`config.mk`:
```
export PLATFORM = sky130hd
export DESIGN_NAME = dmem_arbiter
export DESIGN_NICKNAME = d
export VERILOG_FILES = /design/src/rtl/mips_pkg.sv /design/src/rtl/dmem_port_mux.sv /design/src/rtl/dmem_arbiter.sv
export SDC_FILE = /design/constraint.sdc
export NUM_CORES = 1
export LEC_CHECK = 0
export ABC_CLOCK_PERIOD_IN_PS = 1700
export CORE_ASPECT_RATIO = 1.5
export CORE_MARGIN = 2
export CORE_UTILIZATION = 27
export CTS_CLUSTER_DIAMETER = 120
export DETAILED_ROUTE_END_ITERATION = 6
export PLACE_DENSITY = 0.8
export REMOVE_ABC_BUFFERS = 1
export SLEW_MARGIN = 15
export SYNTH_ARGS = -nofsm -noshare
export SYNTH_HDL_FRONTEND = slang
export SYNTH_SLANG_ARGS = --single-unit
```
`constraint.sdc`:
```
create_clock -name i_clk -period 1.7 [get_ports i_clk]
set_input_delay 0.255 -clock i_clk [delete_from_list [all_inputs] [get_ports i_clk]]
set_output_delay 0.255 -clock i_clk [all_outputs]
set_load 0.02 [all_outputs]
```
`src/rtl/mips_pkg.sv`:
```
// Shared MIPS definitions for the data-memory path.
//   LONG_*       access-size encodings carried on the *_long ports
//   dbg_state_e  state encoding of the debug dump sequencer
//   mem_req_t    one complete request onto the data-memory port
//   DMEM_DEPTH   number of 32-bit words in data memory
package mips_pkg;

  localparam int DMEM_DEPTH = 32;

  localparam logic [1:0] LONG_BYTE = 2'b00;
  localparam logic [1:0] LONG_HALF = 2'b01;
  localparam logic [1:0] LONG_WORD = 2'b11;

  typedef enum logic [2:0] {
    ST_IDLE,
    ST_ISSUE,
    ST_CAPTURE,
    ST_SEND,
    ST_DONE
  } dbg_state_e;

  typedef struct packed {
    logic [31:0] addr;
    logic [31:0] wdata;
    logic        memwrite;
    logic        memread;
    logic [1:0]  long_sz;
    logic        sign;
  } mem_req_t;

endpackage

```
`src/rtl/dmem_port_mux.sv`:
```
// Combinational select of the data-memory port between the pipeline and the
// debug dump reader. The pipeline always wins; the debug side only reads.
//   i_rst       forces both memory strobes low
//   i_pipe      MEM-stage request
//   i_dbg_issue debug read wanted this cycle (already gated by the caller)
//   i_dbg_addr  word index for the debug read, zero-extended
//   o_mem       request presented to the memory
module dmem_port_mux
  import mips_pkg::*;
(
  input  logic        i_rst,
  input  mem_req_t    i_pipe,
  input  logic        i_dbg_issue,
  input  logic [31:0] i_dbg_addr,
  output mem_req_t    o_mem
);

  logic pipe_req;
  assign pipe_req = i_pipe.memread | i_pipe.memwrite;

  always_comb begin
    // Idle port follows the pipeline fields; strobes are already 0 then.
    o_mem = i_pipe;
    if (!pipe_req && i_dbg_issue) begin
      o_mem.addr     = i_dbg_addr;
      o_mem.memread  = 1'b1;
      o_mem.memwrite = 1'b0;
      o_mem.long_sz  = LONG_WORD;
      o_mem.sign     = 1'b0;
    end
    if (i_rst) begin
      o_mem.memread  = 1'b0;
      o_mem.memwrite = 1'b0;
    end
  end

endmodule

```
`src/rtl/dmem_arbiter.sv`:
```
// Data-memory arbiter between the MEM stage, the debug unit and data memory.
// MEM-stage accesses pass straight through. A debug start pulse launches a
// word-by-word dump of the memory (valid/ready toward the debug unit) that
// only advances while the pipeline is halted and not using the port.
// Ports:
//   i_clk, i_rst                 clock, synchronous active-high reset
//   i_p_*                        MEM-stage request; o_p_rdata read data back
//   i_dbg_start/halted/ready     debug control inputs
//   o_dbg_data/valid/idx         dumped word, handshake valid, its index
//   o_dbg_busy, o_dbg_done       dump in progress, one-cycle completion pulse
//   o_mem_*, i_mem_rdata         memory port (registered read, 1-cycle)
module dmem_arbiter
  import mips_pkg::*;
#(
  parameter int DEPTH  = DMEM_DEPTH,
  parameter int IDX_W  = $clog2(DEPTH),
  parameter int DATA_W = 32
) (
  input  logic              i_clk,
  input  logic              i_rst,
  input  logic [31:0]       i_p_addr,
  input  logic [DATA_W-1:0] i_p_wdata,
  input  logic              i_p_memwrite,
  input  logic              i_p_memread,
  input  logic [1:0]        i_p_long,
  input  logic              i_p_memsign,
  output logic [DATA_W-1:0] o_p_rdata,
  input  logic              i_dbg_start,
  input  logic              i_dbg_halted,
  input  logic              i_dbg_ready,
  output logic [DATA_W-1:0] o_dbg_data,
  output logic              o_dbg_valid,
  output logic [IDX_W-1:0]  o_dbg_idx,
  output logic              o_dbg_busy,
  output logic              o_dbg_done,
  output logic [31:0]       o_mem_addr,
  output logic [DATA_W-1:0] o_mem_wdata,
  output logic              o_mem_memwrite,
  output logic              o_mem_memread,
  output logic [1:0]        o_mem_long,
  output logic              o_mem_sign,
  input  logic [DATA_W-1:0] i_mem_rdata
);

  localparam logic [IDX_W-1:0] LAST_IDX = IDX_W'(DEPTH - 1);

  dbg_state_e        state_q, state_d;
  logic [IDX_W-1:0]  idx_q;
  logic [DATA_W-1:0] data_q;
  logic [IDX_W-1:0]  idx_out_q;
  logic              pipe_req;
  logic              dbg_issue;
  logic [31:0]       dbg_addr;
  mem_req_t          pipe_r;
  mem_req_t          mem_r;

  assign pipe_req  = i_p_memread | i_p_memwrite;
  // The debug read only goes out when the pipeline is halted and idle.
  assign dbg_issue = (state_q == ST_ISSUE) && i_dbg_halted && !pipe_req;
  assign dbg_addr  = {{(32-IDX_W){1'b0}}, idx_q};

  assign pipe_r = '{addr: i_p_addr, wdata: i_p_wdata, memwrite: i_p_memwrite,
                    memread: i_p_memread, long_sz: i_p_long, sign: i_p_memsign};

  dmem_port_mux u_mux (
    .i_rst      (i_rst),
    .i_pipe     (pipe_r),
    .i_dbg_issue(dbg_issue),
    .i_dbg_addr (dbg_addr),
    .o_mem      (mem_r)
  );

  assign o_mem_addr     = mem_r.addr;
  assign o_mem_wdata    = mem_r.wdata;
  assign o_mem_memwrite = mem_r.memwrite;
  assign o_mem_memread  = mem_r.memread;
  assign o_mem_long     = mem_r.long_sz;
  assign o_mem_sign     = mem_r.sign;
  assign o_p_rdata      = i_mem_rdata;

  always_comb begin
    state_d = state_q;
    case (state_q)
      ST_IDLE:    if (i_dbg_start) state_d = ST_ISSUE;
      ST_ISSUE:   if (dbg_issue) state_d = ST_CAPTURE;
      ST_CAPTURE: state_d = ST_SEND;
      // SEND ignores halt so a word already read always gets delivered.
      ST_SEND:    if (i_dbg_ready) state_d = (idx_q == LAST_IDX) ? ST_DONE : ST_ISSUE;
      ST_DONE:    state_d = ST_IDLE;
      default:    state_d = ST_IDLE;
    endcase
  end

  always_ff @(posedge i_clk) begin
    if (i_rst) begin
      state_q   <= ST_IDLE;
      idx_q     <= '0;
      data_q    <= '0;
      idx_out_q <= '0;
    end else begin
      state_q <= state_d;
      if (state_q == ST_IDLE && i_dbg_start) idx_q <= '0;
      // idx stops at the last word; it is cleared again by the next start.
      if (state_q == ST_SEND && i_dbg_ready && idx_q != LAST_IDX) idx_q <= idx_q + 1'b1;
      // Memory output only changes at the end of this cycle, so a pipeline
      // access during CAPTURE cannot disturb the word being latched.
      if (state_q == ST_CAPTURE) begin
        data_q    <= i_mem_rdata;
        idx_out_q <= idx_q;
      end
    end
  end

  assign o_dbg_data  = data_q;
  assign o_dbg_idx   = idx_out_q;
  assign o_dbg_valid = (state_q == ST_SEND);
  assign o_dbg_busy  = (state_q == ST_ISSUE) || (state_q == ST_CAPTURE) || (state_q == ST_SEND);
  assign o_dbg_done  = (state_q == ST_DONE);

endmodule

```
After elaboration in Yosys (flattened, before gate mapping):

Index checks and enable logic that the tools add are counted.

* $add $sub $neg: 1
* equality and inequality tests: 9
* multiplexer cells: 10
* bitwise gates (word level): 1
* reductions and logical operators: 12

Operator list (count)
* 32-bit 2-to-1 mux: 1
* 5-bit 2-to-1 mux: 3
* 3-bit 2-to-1 mux: 4
* 3-bit one-hot mux with 4 select lines: 1
* 3-bit by 2-bit equality test with 1-bit output, second input constant: 2
* 1-bit logical AND: 6
* 5-bit by 1-bit adder with 5-bit output, second input constant: 1
* 5-bit equality test, second input constant: 1
* 5-bit != test, second input constant: 1
* 2-bit != test, second input constant: 2
* 3-bit by 1-bit equality test with 1-bit output, second input constant: 1
* 3-bit equality test, second input constant: 1
* 3-bit zero test: 1
* 3-bit AND reduction: 1
* 1-bit logical OR: 2
* 2-bit 2-to-1 mux: 1
* 2-bit by 1-bit != test with 1-bit output, second input constant: 1
* 2-bit nonzero test: 1
* 1-bit zero test: 1
* 1-bit bitwise OR: 1

* register bits after elaboration: 45
* bits of input ports: 106
* output and inout port bits: 141
* logic and storage cells: 37

Longest topological paths before layout:

Gate-level depths: netlist (run 1).

* depth in word-level cells: 6
* depth in mapped cells: 7
* gate-level depth less buffers: 6

Hierarchy:

From an unflattened synthesis (run 1), not the netlist that was laid out.

* cells, all modules: 323
* area total of the unflattened synthesis: 2750.1 um^2

Modules (own cells, without submodules)
* dmem_arbiter: times used 1, cells an instance 248, area each 2057.0 um^2, sequential area each 900.9 um^2
* dmem_port_mux: times used 1, cells an instance 75, area each 693.2 um^2, sequential area each 0.0 um^2

Worst setup path before layout (run 1):

Ideal clock, no wire load.

* path type: reg2reg
* from: reg idx_q[0]
* to: reg idx_q[3]
* library setup time: 133 ps
* data arrival time: 1515 ps
* required time: 1567 ps
* slack: 52 ps
* stages on the path, launching flop included: 8
* path buffers: 1
* clock period less this slack: 1648 ps
* path through: dfxtp_1 -> ha_1 -> and3_1 -> ha_1 -> nor2b_1 -> clkbuf_1 -> a221o_1 -> o221ai_1

* longest elaborated chain between the ends: 3
* elaborated cells on any way between the ends: 5
* classes of those cells: add/sub: 1; eq/ne: 1; mux: 1; reduce/logical: 2

Ends and longest elaborated chain
* from (decl): line dmem_arbiter.sv:48 `logic [IDX_W-1:0] idx_q;`
* from (signal assigned): line dmem_arbiter.sv:104 `if (state_q == ST_SEND && i_dbg_ready && idx_q != LAST_IDX) idx_q <= idx_q + 1'b1;`
* branches (longest 3 deep; another with 5-bit by 1-bit adder with 5-bit output)

Parallel ways; which one is timed is not known.
A chain may end at the register's enable or synchronous reset.

Worst setup path in the final report (run 1):

* from: reg state_q[2]
* to: out o_mem_addr[31]

* longest elaborated chain between the ends: 5

Ends and longest elaborated chain
* from (decl): line dmem_arbiter.sv:47 `dbg_state_e state_q, state_d;`
* from (signal assigned): line dmem_arbiter.sv:101 `state_q <= state_d;`
* 3-bit by 1-bit equality test with 1-bit output: line dmem_arbiter.sv:59 `assign dbg_issue = (state_q == ST_ISSUE) && i_dbg_halted && !pipe_req;`
* 1-bit logical AND (2 in series): line dmem_arbiter.sv:59
* 1-bit logical AND: line dmem_port_mux.sv:24 `if (!pipe_req && i_dbg_issue) begin`
* 32-bit 2-to-1 mux: line dmem_port_mux.sv:24
* to (decl): line dmem_arbiter.sv:36 `output logic [31:0] o_mem_addr,`

No other way between the ends.

==> metrics.cfg, run 1 <==
[placement]
dpl-instance-area_um2 = 4048
dp_hpwl_um = 8953
dp_slack_ns = -0.5829
gp_congestion = 0.8610
dp.cells = 545
io_buffers = 182

[run]
maxCapViolCount = 0

[yosys]
yosysWarnings = 0
ys_seq_area_frac = 0.3497
netlist_instances = 322
synth_cell_types = 34
syn_avg_cell_area_um2 = 8.001
synth-seq-cells = 45
synthesis.area_um2 = 2576

[run_status]
status = finished with violations
violations = setup timing

[cts]
ctsHoldBuffers = 0
clk_pin_slew_ns = 0.06
clkSinkCount = 45
cts-htree-levels = 2
cts-root-buf = clkbuf_16
cts_tree = built
clockBufferDepth = 2
cts_made_buffers = 5
insertion_delay_ns = 0.28

[global_route]
grt-ovfl-total = 0
use_met1 = 0.1577
antenna_found_initial = 0
use_met2 = 0.3705
grtUsageTotal = 0.1973
grt_max_degree = 38
grt.busiest_layer = met2
met3_usage = 0.1299
grt_first_pass_wirelength_um = 14870
grt_pass1_vias = 2320

[critical_path]
critPathCaptureType = primary output
reg2reg_setup_slack_ns = 0.08
cp.arrival_ns = 1.51
cp.required_ns = 1.44
start_kind = register
regToRegEndpoint = state_q[1]
r2r_cells = 5
crit_path_start = state_q[2]
r2r_start = state_q[0]
crit_fanout = 9
crit_type = register to primary output

[routing]
routed_wl_um = 11030
ant_nets = 0
dr.pass1.iters = 4
vias = 2524
routed_via_density = 4.531
wire_per_inst_um = 19.80
drcViolationCount = 0
dr.first_iter.drc_count = 66

[hold_path]
hold_end = o_dbg_idx[4]
min_from = i_rst
min_path_type = input pin to register
min_path_cells = 3

[pwr]
irDropWorstVdd_mv = 0.4601
power_mw = 3.109
leakagePower_nw = 1.581
p_per_area_nw_per_um2 = 750.4

[finish]
final_core_util = 0.4477
antenna_cells = 0
drive_above_1_share = 0.1910
finalNonFillerCells = 557
nets = 552
stdcell_area_um2 = 4143
area_growth_pct = 60.81

[sta]
setup_viol = 30
finClkSkew_ns = 0.003131
fin_hold_ws_ns = 0.4018
timing.final.ws_setup_ns = -0.06923
slew_headroom = 0.6399
rsz0062_at_grt = true
tightest_slew_ns = 0.5266
hold_viol = 0
final.min_clock_period_ns = 1.769
timing.final.crit_share = 1.041
fin_setup_tns_ns = -1.261
final-max-slew-violation-count = 0
fmaxAchievable_mhz = 565.2

[floorplan]
die_h_um = 123.6
die_x_um = 83.76
pin_count = 247
die_area_um2 = 10360
start_util = 0.2784
core.rowCount = 43
core_area_um2 = 9254

Yosys cell counts (all sizes together):
cell type / instances / area, um2
nand2: 76 / 285.3
buf: 75 / 580.6
dfxtp: 45 / 900.9
a21oi: 42 / 229.0
and2: 29 / 181.4
clkbuf: 8 / 30.03
inv: 5 / 18.77
mux2: 5 / 56.30
nand2b: 5 / 31.28
nor2: 5 / 18.77
nand4: 3 / 25.02
a32o: 2 / 20.02
ha: 2 / 25.02
nand3: 2 / 10.01
nor2b: 2 / 12.51
o221ai: 2 / 17.52
a2111oi: 1 / 8.760
a221o: 1 / 10.01
a221oi: 1 / 8.760
and3: 1 / 6.260
and3b: 1 / 12.51
and4b: 1 / 10.01
and4bb: 1 / 12.51
mux2i: 1 / 10.01
nand3b: 1 / 7.510
nor3: 1 / 5.000
nor3b: 1 / 18.77
o31a: 1 / 8.760
or3: 1 / 6.260
or3b: 1 / 8.760
placed cells by master (no fill, tap or decap), types with 6 or more instances in the layout:
cell	count
buf_4	12
buf_2	32
nand2_1	76
clkbuf_16	6
and2_1	28
clkdlybuf4s50_1	138
dfxtp_1	44
a21oi_1	36
final cells by class:
type                            instances  area [um2]
Fill cell                             926        5111
Clock buffer                            5       125.1
Clock inverter                          3       25.02
Inverter                                5       18.77
Sequential cell                        45       902.1
Tap cell                              112       140.1
Multi-Input combinational cell        189        1087
Timing Repair Buffer                  198        1844
where the power goes:
| part | switching, mW | internal, mW | total, mW |
|---|---|---|---|
| Clock | 0.411 | 0.552 | 0.963 |
| Combinational | 0.501 | 0.496 | 0.996 |
| Sequential | 0.0336 | 1.12 | 1.15 |
| Total | 0.945 | 2.16 | 3.11 |
layer usage:
layer	vias to the layer above	part of all wire
met4	0	0.041
li1	1221	-
met2	146	0.54
met3	15	0.14
met5	-	0
met1	1142	0.28
repair_timing:
item,CTS,global route
endpoints found under the setup margin,40,32
gates resized for setup,158,17
gates cloned,1,1
buffers inserted,1,2
pin swaps,2,0
logic make-up after synthesis:
group / Yosys count / share of synthesized area
buffers and inverters: 88 / 0.2443
multiplexers: 6 / 0.02574
flip-flops: 45 / 0.3497
AND/OR/NAND/NOR: 131 / 0.2530
AO/OA/AOI/OAI: 50 / 0.1175
adder cells (fa/ha/maj): 2 / 0.009712
how the worst max path moves through the flow:
stage	endpoint	cells past startpoint
final	o_mem_addr[31]	6
after global routing	o_mem_addr[17]	6
after CTS	o_mem_addr[3]	5
after detailed placement	o_mem_addr[3]	6
after global placement	o_mem_addr[2]	6
after floorplan	o_mem_memread	2
critical path: stages (launching register included):
cell and delay (ns):
dfxtp_2 0.33, nor2_4 0.13, nand4_4 0.13, buf_4 0.18, clkbuf_16 0.15, and2_1 0.16, buf_2 0.15
registers in the layout, summed over array words and instances (netlist names):
register,flops
o_dbg_data,32
idx_q,5
o_dbg_idx,5
state_q,3
No activity file was read; power rests on OpenSTA's default activity.
==> inputs of run 2 (changes only) <==
--- a/config.mk
+++ b/config.mk
@@ -9,7 +9,7 @@
 export CORE_ASPECT_RATIO = 1.5
 export CORE_MARGIN = 2
 export CORE_UTILIZATION = 27
-export CTS_CLUSTER_DIAMETER = 120
+export CTS_CLUSTER_DIAMETER = 150
 export DETAILED_ROUTE_END_ITERATION = 6
 export PLACE_DENSITY = 0.8
 export REMOVE_ABC_BUFFERS = 1
==> results of run 2 <==
No change in the layout: final DEF, timing and power equal those of run 1.
